--- config.mk ---
export PLATFORM = sky130hd
export DESIGN_NAME = store_narrow_unit_flat
export DESIGN_NICKNAME = d
export VERILOG_FILES = /design/src/rtl/store_narrow_unit_pkg.sv /design/src/rtl/store_narrow_unit_if.sv /design/src/rtl/store_narrow_unit_lane_merge.sv /design/src/rtl/store_narrow_unit.sv /design/src/flat_wrapper.sv
export SDC_FILE = /design/constraint.sdc
export NUM_CORES = 1
export LEC_CHECK = 0
export ABC_AREA = 0
export CORE_ASPECT_RATIO = 1.2
export CORE_UTILIZATION = 35
export DETAILED_ROUTE_END_ITERATION = 12
export SLEW_MARGIN = 5
export SYNTH_ARGS = -nofsm -noshare
export SYNTH_HDL_FRONTEND = slang
export SYNTH_SLANG_ARGS = --single-unit
--- constraint.sdc ---
create_clock -name clk -period 2.5 [get_ports clk]
set_input_delay 0.75 -clock clk [delete_from_list [all_inputs] [get_ports clk]]
set_output_delay 0.75 -clock clk [all_outputs]
set_load 0.02 [all_outputs]
--- src/rtl/store_narrow_unit_pkg.sv ---
`default_nettype none
// ============================================================================
// Module   : store_pkg
// Brief    : Shared encodings for the store-narrowing unit (size codes, FSM
//            states) and the alignment check used when a request is accepted.
// Revision : 1.0 - initial release
// ============================================================================
package store_pkg;

  localparam logic [1:0] SZ_BYTE = 2'b00;
  localparam logic [1:0] SZ_HALF = 2'b01;
  localparam logic [1:0] SZ_WORD = 2'b10;
  localparam logic [1:0] SZ_RSVD = 2'b11;

  typedef enum logic [2:0] {
    S_IDLE = 3'd0,
    S_RD   = 3'd1,
    S_WAIT = 3'd2,
    S_WR   = 3'd3,
    S_DONE = 3'd4,
    S_ERR  = 3'd5
  } state_e;

  // True when the request can never be served: reserved size, or a half/word
  // that does not sit on its natural boundary.
  function automatic logic is_misaligned(input logic [1:0] size,
                                         input logic [1:0] offset);
    logic bad;
    bad = 1'b0;
    case (size)
      SZ_HALF: bad = offset[0];
      SZ_WORD: bad = (offset != 2'b00);
      SZ_RSVD: bad = 1'b1;
      default: bad = 1'b0;
    endcase
    return bad;
  endfunction

endpackage
`default_nettype wire

--- src/rtl/store_narrow_unit_if.sv ---
`default_nettype none
// ============================================================================
// Module   : store_narrow_unit_if
// Brief    : Request/response bus between MEM-stage control and the store
//            unit, plus the word-organised data RAM port.
// Revision : 1.0 - initial release
// ============================================================================
interface store_narrow_unit_if #(
  parameter int MEM_AW = 10
);
  logic              start;
  logic [1:0]        size;
  logic [31:0]       addr;
  logic [31:0]       wdata;
  logic              busy;
  logic              done;
  logic              misalign;
  logic [MEM_AW-1:0] mem_addr;
  logic              mem_rd_en;
  logic [31:0]       mem_rdata;
  logic              mem_we;
  logic [31:0]       mem_wdata;

  // Controller plus RAM side: issues requests, returns read data.
  modport master (
    output start, size, addr, wdata, mem_rdata,
    input  busy, done, misalign, mem_addr, mem_rd_en, mem_we, mem_wdata
  );

  // Store unit side.
  modport slave (
    input  start, size, addr, wdata, mem_rdata,
    output busy, done, misalign, mem_addr, mem_rd_en, mem_we, mem_wdata
  );
endinterface
`default_nettype wire

--- src/rtl/store_narrow_unit_lane_merge.sv ---
`default_nettype none
// ============================================================================
// Module   : lane_merge
// Brief    : Little-endian byte/half lane insertion into an existing word.
//            Word size passes the data straight through.
// Revision : 1.0 - initial release
// ============================================================================
module lane_merge
  import store_pkg::*;
(
  input  logic [31:0] old_word,
  input  logic [31:0] data,
  input  logic [1:0]  size,
  input  logic [1:0]  offset,
  output logic [31:0] new_word
);

  // Overwrite only the addressed lane; every other bit keeps the old word.
  always_comb begin
    new_word = old_word;
    case (size)
      SZ_BYTE: new_word[{offset, 3'b000} +: 8]        = data[7:0];
      SZ_HALF: new_word[{offset[1], 4'b0000} +: 16]   = data[15:0];
      SZ_WORD: new_word                               = data;
      default: new_word                               = old_word;
    endcase
  end

endmodule
`default_nettype wire

--- src/rtl/store_narrow_unit.sv ---
`default_nettype none
// ============================================================================
// Module   : store_narrow_unit
// Brief    : Narrows a register value to byte/half/word and stores it into
//            word-organised synchronous RAM. Sub-word stores read-modify-
//            write; word stores write directly; bad alignment reports an
//            error without touching memory.
// Revision : 1.0 - initial release
// ============================================================================
module store_narrow_unit
  import store_pkg::*;
#(
  parameter int MEM_AW = 10
) (
  input  logic                clk,
  input  logic                rst_n,
  store_narrow_unit_if.slave  bus
);

  state_e      state_q, state_d;
  logic [31:0] addr_q,  addr_d;
  logic [1:0]  size_q,  size_d;
  logic [31:0] data_q,  data_d;
  logic [31:0] merge_q, merge_d;
  logic [31:0] merged;

  lane_merge u_lane_merge (
    .old_word (bus.mem_rdata),
    .data     (data_q),
    .size     (size_q),
    .offset   (addr_q[1:0]),
    .new_word (merged)
  );

  // State and request latches; reset aborts any operation in flight.
  always_ff @(posedge clk) begin
    if (!rst_n) begin
      state_q <= S_IDLE;
      addr_q  <= '0;
      size_q  <= '0;
      data_q  <= '0;
      merge_q <= '0;
    end else begin
      state_q <= state_d;
      addr_q  <= addr_d;
      size_q  <= size_d;
      data_q  <= data_d;
      merge_q <= merge_d;
    end
  end

  // Next-state and Moore outputs; memory address only driven while the
  // RAM is being used so the bus idles at zero.
  always_comb begin
    state_d       = state_q;
    addr_d        = addr_q;
    size_d        = size_q;
    data_d        = data_q;
    merge_d       = merge_q;
    bus.busy      = 1'b1;
    bus.done      = 1'b0;
    bus.misalign  = 1'b0;
    bus.mem_addr  = '0;
    bus.mem_rd_en = 1'b0;
    bus.mem_we    = 1'b0;
    bus.mem_wdata = '0;
    case (state_q)
      S_IDLE: begin
        bus.busy = 1'b0;
        if (bus.start) begin
          addr_d = bus.addr;
          size_d = bus.size;
          data_d = bus.wdata;
          if (is_misaligned(bus.size, bus.addr[1:0])) begin
            state_d = S_ERR;
          end else if (bus.size == SZ_WORD) begin
            state_d = S_WR;
          end else begin
            state_d = S_RD;
          end
        end
      end
      S_RD: begin
        bus.mem_addr  = addr_q[MEM_AW+1:2];
        bus.mem_rd_en = 1'b1;
        state_d       = S_WAIT;
      end
      S_WAIT: begin
        bus.mem_addr = addr_q[MEM_AW+1:2];
        merge_d      = merged;
        state_d      = S_WR;
      end
      S_WR: begin
        bus.mem_addr  = addr_q[MEM_AW+1:2];
        bus.mem_we    = 1'b1;
        bus.mem_wdata = (size_q == SZ_WORD) ? data_q : merge_q;
        state_d       = S_DONE;
      end
      S_DONE: begin
        bus.done = 1'b1;
        state_d  = S_IDLE;
      end
      S_ERR: begin
        bus.done     = 1'b1;
        bus.misalign = 1'b1;
        state_d      = S_IDLE;
      end
      default: begin
        bus.busy = 1'b0;
        state_d  = S_IDLE;
      end
    endcase
  end

endmodule
`default_nettype wire

--- src/flat_wrapper.sv ---
// flat-port wrapper written by rule: the top's interface ports become plain ports
module store_narrow_unit_flat import store_pkg::*;
#(
  parameter int MEM_AW = 10
)
  (clk, rst_n, bus_start, bus_size, bus_addr, bus_wdata, bus_mem_rdata, bus_busy, bus_done, bus_misalign, bus_mem_addr, bus_mem_rd_en, bus_mem_we, bus_mem_wdata);
  store_narrow_unit_if #(.MEM_AW(MEM_AW)) bus_i ();
  input  logic clk;
  input  logic rst_n;
  input wire logic [$bits(bus_i.start)-1:0] bus_start;
  input wire logic [$bits(bus_i.size)-1:0] bus_size;
  input wire logic [$bits(bus_i.addr)-1:0] bus_addr;
  input wire logic [$bits(bus_i.wdata)-1:0] bus_wdata;
  input wire logic [$bits(bus_i.mem_rdata)-1:0] bus_mem_rdata;
  output wire logic [$bits(bus_i.busy)-1:0] bus_busy;
  output wire logic [$bits(bus_i.done)-1:0] bus_done;
  output wire logic [$bits(bus_i.misalign)-1:0] bus_misalign;
  output wire logic [$bits(bus_i.mem_addr)-1:0] bus_mem_addr;
  output wire logic [$bits(bus_i.mem_rd_en)-1:0] bus_mem_rd_en;
  output wire logic [$bits(bus_i.mem_we)-1:0] bus_mem_we;
  output wire logic [$bits(bus_i.mem_wdata)-1:0] bus_mem_wdata;
  assign bus_i.start = bus_start;
  assign bus_i.size = bus_size;
  assign bus_i.addr = bus_addr;
  assign bus_i.wdata = bus_wdata;
  assign bus_i.mem_rdata = bus_mem_rdata;
  assign bus_busy = bus_i.busy;
  assign bus_done = bus_i.done;
  assign bus_misalign = bus_i.misalign;
  assign bus_mem_addr = bus_i.mem_addr;
  assign bus_mem_rd_en = bus_i.mem_rd_en;
  assign bus_mem_we = bus_i.mem_we;
  assign bus_mem_wdata = bus_i.mem_wdata;
  store_narrow_unit #(.MEM_AW(MEM_AW)) u_core (.clk(clk), .rst_n(rst_n), .bus(bus_i));
endmodule
# [Yosys cells after proc, flatten, opt, wreduce, memory -nomap -nowiden]
# Cells that the tools add are included.
[totals] output_inout_bits=47 ff_bits=81 inputBits=101
[op_classes] n_eq_ne=11 shift=4 n_addsub=2 n_reduce_logical=7 n_mux=18
[ops] op="$pmux W32 S3" n=1
[ops] op="$bwmux W32" n=2
[ops] op="$mux W32" n=2
[ops] op="$shift A16 B7 Y32 const A" n=1
[ops] op="$shift A8 B7 Y32 const A" n=1
[ops] op="$shiftx A16 B7 Y32" n=1
[ops] op="$shiftx A8 B7 Y32" n=1
[ops] op="$neg A5 Y7" n=2
[ops] op="$pmux W3 S4" n=1
[ops] op="$mux W10" n=1
[ops] op="$mux W1" n=7
[ops] op="$eq A2 B2 Y1 const B" n=3
[ops] op="$eq A3 B2 Y1 const B" n=2
[ops] op="$eq A3 B3 Y1 const B" n=2
[ops] op="$mux W3" n=2
[ops] op="$reduce_or A5 Y1" n=1
[ops] op="$eq A2 B1 Y1 const B" n=2
[ops] op="$eq A3 B1 Y1 const B" n=1
[ops] op="$logic_not A3 Y1" n=1
[ops] op="$pmux W1 S3" n=1
[ops] op="$reduce_or A3 Y1" n=1
[ops] op="$logic_not A2 Y1" n=1
[ops] op="$mux W2" n=1
[ops] op="$ne A2 B2 Y1 const B" n=1
[ops] op="other kinds (3)" n=3

# [Logic depth before layout (Yosys ltp)]
# Gate-level depths: netlist (run 1).
[logic_depth] word_depth=7 ltp_mapped=9

# [Cells and area by module]
# From an unflattened synthesis (run 1), not the netlist that was laid out.
[hier_totals] cells_unflattened=667 hier_area_um2=5077.4
[modules_own_cells] mod="store_narrow_unit" cells_per_inst=485 area_each_um2=3802.4 seq_area_each_um2=1621.6 n_inst=1
[modules_own_cells] mod="lane_merge" cells_per_inst=182 area_each_um2=1275.0 seq_area_each_um2=0.0 n_inst=1

# [Worst setup path after synthesis (run 1)]
# No wires, ideal clock.
[synth_timing] path_kind="register -> output" from="register u_core.size_q[1]" to="output bus_mem_wdata[2]" required_ns=1.750 arrival_ns=1.412 slack_ns=0.338 path_stages_with_launch=7 path_buffers=3 cell_sequence="dfxtp_1 -> buf_4 -> nor2b_1 -> buf_2 -> buf_2 -> nand2_1 -> a21oi_1"
[synth_between] elab_chain_cells=3
[synth_lines] element="from (decl)" line_no="store_narrow_unit.sv:22" rtl="logic [1:0] size_q, size_d;"
[synth_lines] element="from (signal assigned)" line_no="store_narrow_unit.sv:46" rtl="size_q <= size_d;"
[synth_lines] element="$eq A2 B2 Y1" line_no="store_narrow_unit.sv:96" rtl="bus.mem_wdata = (size_q == SZ_WORD) ? data_q : merge_q;"
[synth_lines] element="$mux W32" line_no="store_narrow_unit.sv:96"
[synth_lines] element="$mux W32" line_no="store_narrow_unit.sv:67" rtl="case (state_q)"
[synth_lines] element="to (decl)" line_no="flat_wrapper.sv:21" rtl="output wire logic [$bits(bus_i.mem_wdata)-1:0] bus_mem_wdata;"
# Every way passes these cells.

# [Worst setup path after layout (run 1)]
[layout_timing] from="register u_core.size_q[1]" to="output bus_mem_wdata[6]"
# Same word-level chain as after synthesis.

==> metrics list, run 1 <==
- Cells taking the most area after synthesis: sky130_fd_sc_hd__dfxtp_1, sky130_fd_sc_hd__nand2_1, sky130_fd_sc_hd__a21boi_1
- CTS Root Buffer Type: sky130_fd_sc_hd__clkbuf_16
- Counting flops and latches in the post-synthesis netlist gives 81.
* Total standard cell area after synthesis: 0.00581 mm²
- Entering global routing, the biggest net connects 64 pins.
- Across all register-to-register paths, the minimum setup slack is 0.50 ns.
- Worst-case hold slack: 0.449 ns
- For this run, asynchronously set or reset flops after synthesis account for 0%.
- The largest single stage delay on the critical path is 0.36 ns.
- The critical path in this run is classified as reg -> out.
- The number of buffers and inverters on the critical path is 2.
- The clock arrives with 0.0102 ns of skew.
- Clock-pin slew was measured on the worst setup and hold paths at 0.06 ns.
* Synth Flop Type: sky130_fd_sc_hd__dfxtp_1
- Using the TritonRoute via totals, the vias-per-cell ratio works out to 5.45.
- The run finished with clean final reports.
- Summed over all layers, the global routing overflow is 0.
* Clk buf depth: 2
- Wire length of the first global-routing pass: 30,000 µm
- First-iteration detailed-routing DRC count: 368
- Post-DP HPWL: 13,600 µm
- Routability-driven placement finished with a final weighted congestion of 0.810.
* Sequence of cells on the critical path: nor2b_4 > buf_4 > nand2_1 > a21oi_1 > dlygate4sd2_1
- The floorplan step set the die width to 120 µm.
* Source of the critical timing path: u_core.size_q[1]
- Leading area contributor after synthesis: sky130_fd_sc_hd__dfxtp_1
* Most used standard cells in the synthesized netlist: sky130_fd_sc_hd__nand2_1, sky130_fd_sc_hd__dfxtp_1, sky130_fd_sc_hd__a21boi_1
- Number of distinct library cells after synthesis: 48
- The post-route netlist has 15.3% of its cells at a drive strength greater than 1.
- Final setup violation count: 0
- DIE AREA: 0.0171 mm²
- Startpoint kind of the worst setup timing path: register
- Final hold violations: 0
- Htree depth: 3
* Number of enable-type register cells in the synthesized netlist: 0
* Hold path cells: 2
* Total CTS buffers: 9
- Area growth, synth to finish: 30.6%
- Total power draw: 3.96 mW
- Max-cap violations in this run came to 0.
* Launch instance of the worst min-delay path: u_core.addr_q[8]
- Number of synthesis warnings: 0
* Remaining DRCs: 0
- Clk_lat worst skew: 0.35 ns
- Avg WL per Cell: 17.9 µm
* Top cell family by delay on the critical path: buffers and inverters
* Net count, final: 965
- Number of global-route vias before repair: 5,489
- The synthesized design devotes to its leading area cell type 27.9% of total area.
* Initial cell density of the core: 35.8%
- Maximum ir drop on the vdd rail: 0.000275 V
* Via count: 5,868
- Dividing total power by cell area gives a power density of 522 mW/mm².
- TritonCTS built the clock tree.
* Antenna Violating Nets Remaining: 0
- Highest clock frequency the design can meet: 414 MHz
- # rows: 51
* Slowest library cell on the worst path: sky130_fd_sc_hd__dfxtp_2
- Mapped Nets: 854
- Number of antenna violations at the first check in global routing: 1
- Worst endpoint data arrival time: 1.67 ns
- In the post-synthesis netlist, the cell with the most instances is sky130_fd_sc_hd__nand2_1.
- Global routing used 22.9% of the available tracks.
- In this run the count of I/O pins placed on the die edge is 148.
- The first detailed-routing pass ran for 5 iterations.
- After detailed routing, the total wire length is 19,200 µm.
* Port Buffers: 127
- Counting cells, the worst reg-to-reg path comes to 5.
- Measured along the y axis, the die boundary spans 143 µm.
- For the pin with the worst max-slew slack, the measured transition is 0.820 ns.
- STA puts the critical path data required time at 1.75 ns.
- A synthesized cell averages 7.76 µm².
- Crit end category: output pin
* Core area: 0.0162 mm²
- Ant diodes: 0
- Cells after synthesis: 748
- Post-route clock period utilization: 96.6%
- Final Max Tran Viols: 0
- The worst hold path terminates at u_core.addr_q[8].
- Counting every sink on the clock net gives 81.
- Counting I/O delays and the setup requirement, the final critical path takes 2.42 ns.
- The path class of the tightest hold or removal check is reg -> reg.
- Summing the sequential cell areas from Yosys gives 27.9% of the chip area.
- In this run the critical register-to-register path is launched from u_core.state_q[1].
* RR Endpoint: u_core.merge_q[30]
- Worst slew slack as a fraction of its limit: 45.3%
* Standby leakage power: 2.71 nW
- Of all nets on the critical path, the largest fanout is 8.
worst register-to-register path, stage by stage (launching register included):
cell,delay [ns]
sky130_fd_sc_hd__dfxtp_1,0.34
sky130_fd_sc_hd__buf_4,0.17
sky130_fd_sc_hd__or3b_2,0.80
sky130_fd_sc_hd__buf_4,0.32
sky130_fd_sc_hd__a22oi_1,0.17
sky130_fd_sc_hd__a31oi_1,0.07
area by class of cell:
| cell class | instances | area (µm²) |
|---|---|---|
| sequential | 81 | 1630 |
| multi-input combinational | 587 | 3750 |
| clock inverter | 2 | 35.0 |
| tap | 212 | 265 |
| timing repair buffer | 177 | 1630 |
| inverter | 3 | 11.3 |
| clock buffer | 14 | 274 |
| fill | 1697 | 8620 |
cells by family after synthesis:
kind of cell | share of synthesized area (%)
and+or+nand+nor | 32.2
AOI/OAI and AO/OA | 25.1
DFF | 27.9
buffers and inverters | 7.91
muxes | 5.86
adders and majority gates | 1.08
cells in the final DEF, fill, tap and decap left out, types with 10 or more instances in the layout:
master	n
sky130_fd_sc_hd__a221o_1	14
sky130_fd_sc_hd__a221oi_1	18
sky130_fd_sc_hd__nand2b_1	17
sky130_fd_sc_hd__nand4_1	11
sky130_fd_sc_hd__a21oi_1	32
sky130_fd_sc_hd__a22oi_1	26
sky130_fd_sc_hd__mux2i_1	16
sky130_fd_sc_hd__mux2_2	16
sky130_fd_sc_hd__nand3b_1	26
sky130_fd_sc_hd__dfxtp_1	78
sky130_fd_sc_hd__and2_1	37
sky130_fd_sc_hd__a31oi_1	25
sky130_fd_sc_hd__nor2b_1	11
sky130_fd_sc_hd__nor3b_1	18
sky130_fd_sc_hd__clkbuf_2	19
sky130_fd_sc_hd__nand2_1	173
sky130_fd_sc_hd__buf_4	42
sky130_fd_sc_hd__o21a_1	16
sky130_fd_sc_hd__a21boi_1	40
sky130_fd_sc_hd__clkdlybuf4s50_1	79
sky130_fd_sc_hd__dlygate4sd2_1	16
sky130_fd_sc_hd__nand2_2	10
sky130_fd_sc_hd__nand3_1	21
per-layer routing:
metal	part of all wire [%]	routed length, µm	track usage, %	vias to the layer above
li1	-	-	-	2900
met1	42	8090	27.6	2742
met2	48	9170	38.2	188
met3	6.7	1290	5.47	38
met4	3.5	670	10.9	0
met5	0	0	0	-
sequential cells by signal (all words and copies together) (netlist names):
register / flops
u_core.state_q: 3
u_core.size_q: 2
u_core.addr_q: 12
u_core.data_q: 32
u_core.merge_q: 32
worst max path at each step:
stage	to	slack (ns)	cells past startpoint
after floorplan	bus_mem_wdata[2]	0.34	6
after global placement	bus_mem_wdata[15]	-0.006	5
after detailed placement	bus_mem_wdata[15]	-0.03	5
after CTS	bus_mem_wdata[15]	0.003	5
after global routing	bus_mem_wdata[6]	-0.002	5
final	bus_mem_wdata[6]	0.08	5
repair_timing:
action | 4_1_cts | 5_1_grt
cloned | 0 | 0
setup buffers | 0 | 0
hold endpoints to repair | 0 | 0
gates resized for setup | 57 | 49
hold buffers | 0 | 0
endpoints found under the setup margin | 46 | 30
where the power goes:
group / internal (mW) / switching [mW] / total, mW / leakage [nW]
Combinational: 0.516 / 0.598 / 1.11 / 1.90
Clock: 0.855 / 0.546 / 1.40 / 0.153
Sequential: 1.38 / 0.0665 / 1.45 / 0.662
Total: 2.75 / 1.21 / 3.96 / 2.71
per-stage QoR:
step / cell area, µm² / util [%] / worst slack (ns) / cells / TNS (ns)
4_1_cts: 7640 / 47.2 / 0.00333 / 1076 / 0
6_report: 7590 / 46.8 / 0.0845 / 1076 / 0
5_1_grt: 7590 / 46.8 / -0.00241 / 1076 / -0.00241
3_5_place_dp: 7370 / 45.5 / -0.0252 / 1060 / -0.0270
3_3_place_gp: 7370 / 45.5 / -0.00619 / 1060 / -0.00619
2_1_floorplan: 5810 / - / 0.338 / 748 / 0
Note: power is estimated with default switching activity, not from simulation.
==> run 2: changes to the inputs <==
--- a/config.mk
+++ b/config.mk
@@ -6,9 +6,11 @@
 export NUM_CORES = 1
 export LEC_CHECK = 0
 export ABC_AREA = 0
+export ABC_CLOCK_PERIOD_IN_PS = 2500
 export CORE_ASPECT_RATIO = 1.2
 export CORE_UTILIZATION = 35
 export DETAILED_ROUTE_END_ITERATION = 12
+export SKIP_CTS_REPAIR_TIMING = 1
 export SLEW_MARGIN = 5
 export SYNTH_ARGS = -nofsm -noshare
 export SYNTH_HDL_FRONTEND = slang
==> run 2 against run 1 <==
Routed wire length rose by 0.22%. Largest power group unchanged. Combinational power about the same. Sequential share of layout area fell by 0.51 points. Highest routed layer unchanged. Die area unchanged. Utilization is 1.2 points higher. Largest cell class unchanged.
==> metrics list, run 2 (synthesized netlist as in run 1, its figures left out) <==
* Result of the run: finished, final reports clean (unchanged)
* Startpoint kind of the worst setup timing path: register (unchanged)
* R2r setup slk: 0.48 ns (was 0.50 ns)
- The final standard cell area without fillers was 0.00777 mm² (was 0.00759 mm²).
- Clk buf depth: 2 (unchanged)
- Launch instance of the worst min-delay path: u_core.addr_q[8] (unchanged)
- The highest clock frequency the design can meet came to 416 MHz (was 414 MHz).
- The number of placed cells counting well taps was 1,060 (unchanged).
- The number of antenna repair diodes came to 0 (unchanged).
- The hold path depth came to 2 (unchanged).
* Most frequent standard cell in the layout excluding fill and tap cells: sky130_fd_sc_hd__nand2_1 (unchanged)
* Remaining DRCs: 0 (unchanged)
- Launch point of the worst reg-to-reg path: u_core.state_q[1] (unchanged)
- Combined global-route utilization of all metal layers: 22.8% (was 22.9%)
* Maximum ir drop on the vdd rail: 0.000274 V (was 0.000275 V)
* Worst-case hold slack: 0.448 ns (was 0.449 ns)
- Total Wirelength: 19,300 µm (was 19,200 µm)
- Hold Path Sink: u_core.addr_q[8] (unchanged)
- Highest-count cells in the layout ignoring fill and taps: sky130_fd_sc_hd__nand2_1, sky130_fd_sc_hd__clkdlybuf4s50_1, sky130_fd_sc_hd__dfxtp_1 (unchanged).
- The total met3 wirelength after detailed routing came to 1140 µm (was 1290 µm).
* RR Endpoint: u_core.merge_q[30] (unchanged)
- The number of cell instances on the worst register-to-register path is 5 (unchanged).
* Endpoint required time on the critical path: 1.75 ns (about the same)
- Least-Margin Pin Slew: 0.821 ns (was 0.820 ns)
- DIE HEIGHT: 143 µm (unchanged)
- The total die area came to 0.0171 mm² (unchanged).
- Final hold violations: 0 (unchanged)
- Net count, final: 965 (unchanged)
- The post-CTS clock slew at the launch and capture registers of the worst setup and hold paths came to 0.06 ns (about the same).
* Detailed-routing wirelength on met1: 8270 µm (was 8090 µm)
- Number of maximum-capacitance constraint violations: 0 (unchanged)
- Top cell family by delay on the critical path: buffers and inverters (unchanged)
- The worst slack after detailed placement is -0.0252 ns (unchanged).
* Max layer used: met4 (unchanged)
- The number of standard cells in the layout, taps in and fillers out came to 1,076 (unchanged).
- The clock net sink count came to 81 (unchanged).
- The worst-case clock skew is 0.00995 ns (was 0.0102 ns).
- The clock root buffer is sky130_fd_sc_hd__clkbuf_16 (unchanged).
- Final Max Tran Viols: 0 (unchanged)
- The number of input and output port buffers inserted came to 127 (unchanged).
- # rows: 51 (unchanged)
- Crit end category: output pin (unchanged)
- The cell area after placement came to 0.00737 mm² (unchanged).
* Registers with the most flip-flops: u_core.data_q: 32 flops, u_core.merge_q: 32 flops, u_core.addr_q: 12 flops (unchanged)
- The delay of the slowest critical-path stage came to 0.62 ns (was 0.36 ns).
- Via count: 5,866 (was 5,868)
- Standby leakage power: 3.35 nW (was 2.71 nW)
- The overall power after layout came to 3.98 mW (was 3.96 mW).
* Largest driver fanout on the critical path: 9 (was 8)
* Amount of wire on met2 after detailed routing: 9250 µm (was 9170 µm)
- The via density per instance was 5.45 (about the same).
* Sequence of cells on the critical path: buf_4 > nor2b_2 > clkdlybuf4s50_1 (was nor2b_4 > buf_4 > nand2_1 > a21oi_1 > dlygate4sd2_1)
- The worst max-slew margin expressed relative to the limit is 45.3% (about the same).
- The fraction of the cycle the final worst path needs was 96.2% (was 96.6%).
- Type of the worst min-delay path: reg -> reg (unchanged)
- The CTS tree is built (unchanged).
- Area growth, synth to finish: 33.8% (was 30.6%)
* Leftover overflow at the end of global routing: 0 (unchanged)
- The routed length per instance is 17.9 µm (about the same).
- The number of setup violations in the final report came to 0 (unchanged).
- Worst endpoint data arrival time: 1.65 ns (was 1.67 ns)
- The standard cell core area was 0.0162 mm² (unchanged).
- First-iteration detailed-routing DRC count: 429 (was 368)
- Pre-Repair DR Iteration Count: 5 (unchanged)
- The boundary pin count came to 148 (unchanged).
- The power per cell area was 512 mW/mm² (was 522 mW/mm²).
* Htree depth: 3 (unchanged)
- The worst-skew pair later-pin latency is 0.36 ns (was 0.35 ns).
* Critical path start-end classification: reg -> out (unchanged)
- Largest net degree at the start of global routing: 64 (unchanged)
* Number of antenna violations at the first check in global routing: 1 (unchanged)
* Total CTS buffers: 9 (unchanged)
- The floorplan die width came to 120 µm (unchanged).
- Slowest library cell on the worst path: sky130_fd_sc_hd__clkdlybuf4s50_1 (was sky130_fd_sc_hd__dfxtp_2)
- Unrepaired setup endpoints after global routing: no
* Final period demand of the worst path: 2.40 ns (was 2.42 ns)
- Post-DP HPWL: 13,600 µm (unchanged)
- The routability congestion estimate is 0.810 (unchanged).
- The number of filler cells placed in the layout is 1,672 (was 1,697).
- Crit path depth: 3 (was 5)
- The number of buffers and inverters on the critical path was 2 (unchanged).
* Wire length of the first global-routing pass: 29,900 µm (was 30,000 µm)
* Share of cells above drive strength 1: 13.1% (was 15.3%)
- The post-detailed-route count of antenna-violating nets is 0 (unchanged).
- Final setup slack of the worst path: 0.0958 ns (was 0.0845 ns)
* Initial cell density of the core: 35.8% (unchanged)
* Number of global-route vias before repair: 5,476 (was 5,489)
run 2: cell types whose count changed in the layout (fill, tap and decap cells not counted), moves of 2 or more:
cell and delta:
sky130_fd_sc_hd__dlygate4sd2_1 -16, sky130_fd_sc_hd__a21oi_1 +2, sky130_fd_sc_hd__a21oi_2 -2, sky130_fd_sc_hd__clkdlybuf4s15_1 -7, sky130_fd_sc_hd__clkbuf_2 -14, sky130_fd_sc_hd__dlymetal6s2s_1 +40, sky130_fd_sc_hd__clkdlybuf4s15_2 -3
run 2: how the worst max path moves through the flow:
stage	startpoint	end
floorplan	u_core.size_q[1]	bus_mem_wdata[2]
finish	u_core.state_q[2]	bus_done
global placement	u_core.size_q[1]	bus_mem_wdata[15]
global route	u_core.size_q[1]	bus_mem_wdata[16]
CTS	u_core.size_q[1]	bus_mem_wdata[15]
detailed placement	u_core.size_q[1]	bus_mem_wdata[15]
run 2: routing by layer:
metal  vias to the layer above  global-route usage (%)
met2                       180                    38.0
li1                       2898                       -
met3                        32                    5.47
met4                         0                    10.9
met5                         -                       0
met1                      2756                    27.6
run 2: final cells by class:
cell class              count  area, µm²  area share, %
clock buffers              14        274           3.53
clock inverters             2       35.0          0.451
inverters                   3       11.3          0.145
multi-input cells         587       3740           48.1
flip-flops and latches     81       1630           20.9
well taps                 212        265           3.41
repair buffers            177       1820           23.4
run 2: worst min-delay path, stage by stage, from the launching register on:
cell                       delay (ns)
sky130_fd_sc_hd__dfxtp_1         0.31
sky130_fd_sc_hd__nand2_2         0.05
sky130_fd_sc_hd__a21boi_1        0.05
run 2: stage by stage:
| step | utilization, % | setup TNS, ns |
|---|---|---|
| 6_report | 48.0 | 0 |
| 4_1_cts | 47.4 | -12.47 |
| 5_1_grt | 48.0 | 0 |
| 3_5_place_dp | 45.5 | -0.0270 |
| 3_3_place_gp | 45.5 | -0.00619 |
| 2_1_floorplan | - | 0 |
run 2: report_power, final:
group          total, mW  internal (mW)  switching (mW)
combinational       1.12          0.524           0.598
sequential          1.45           1.38          0.0664
clock               1.41          0.856           0.553
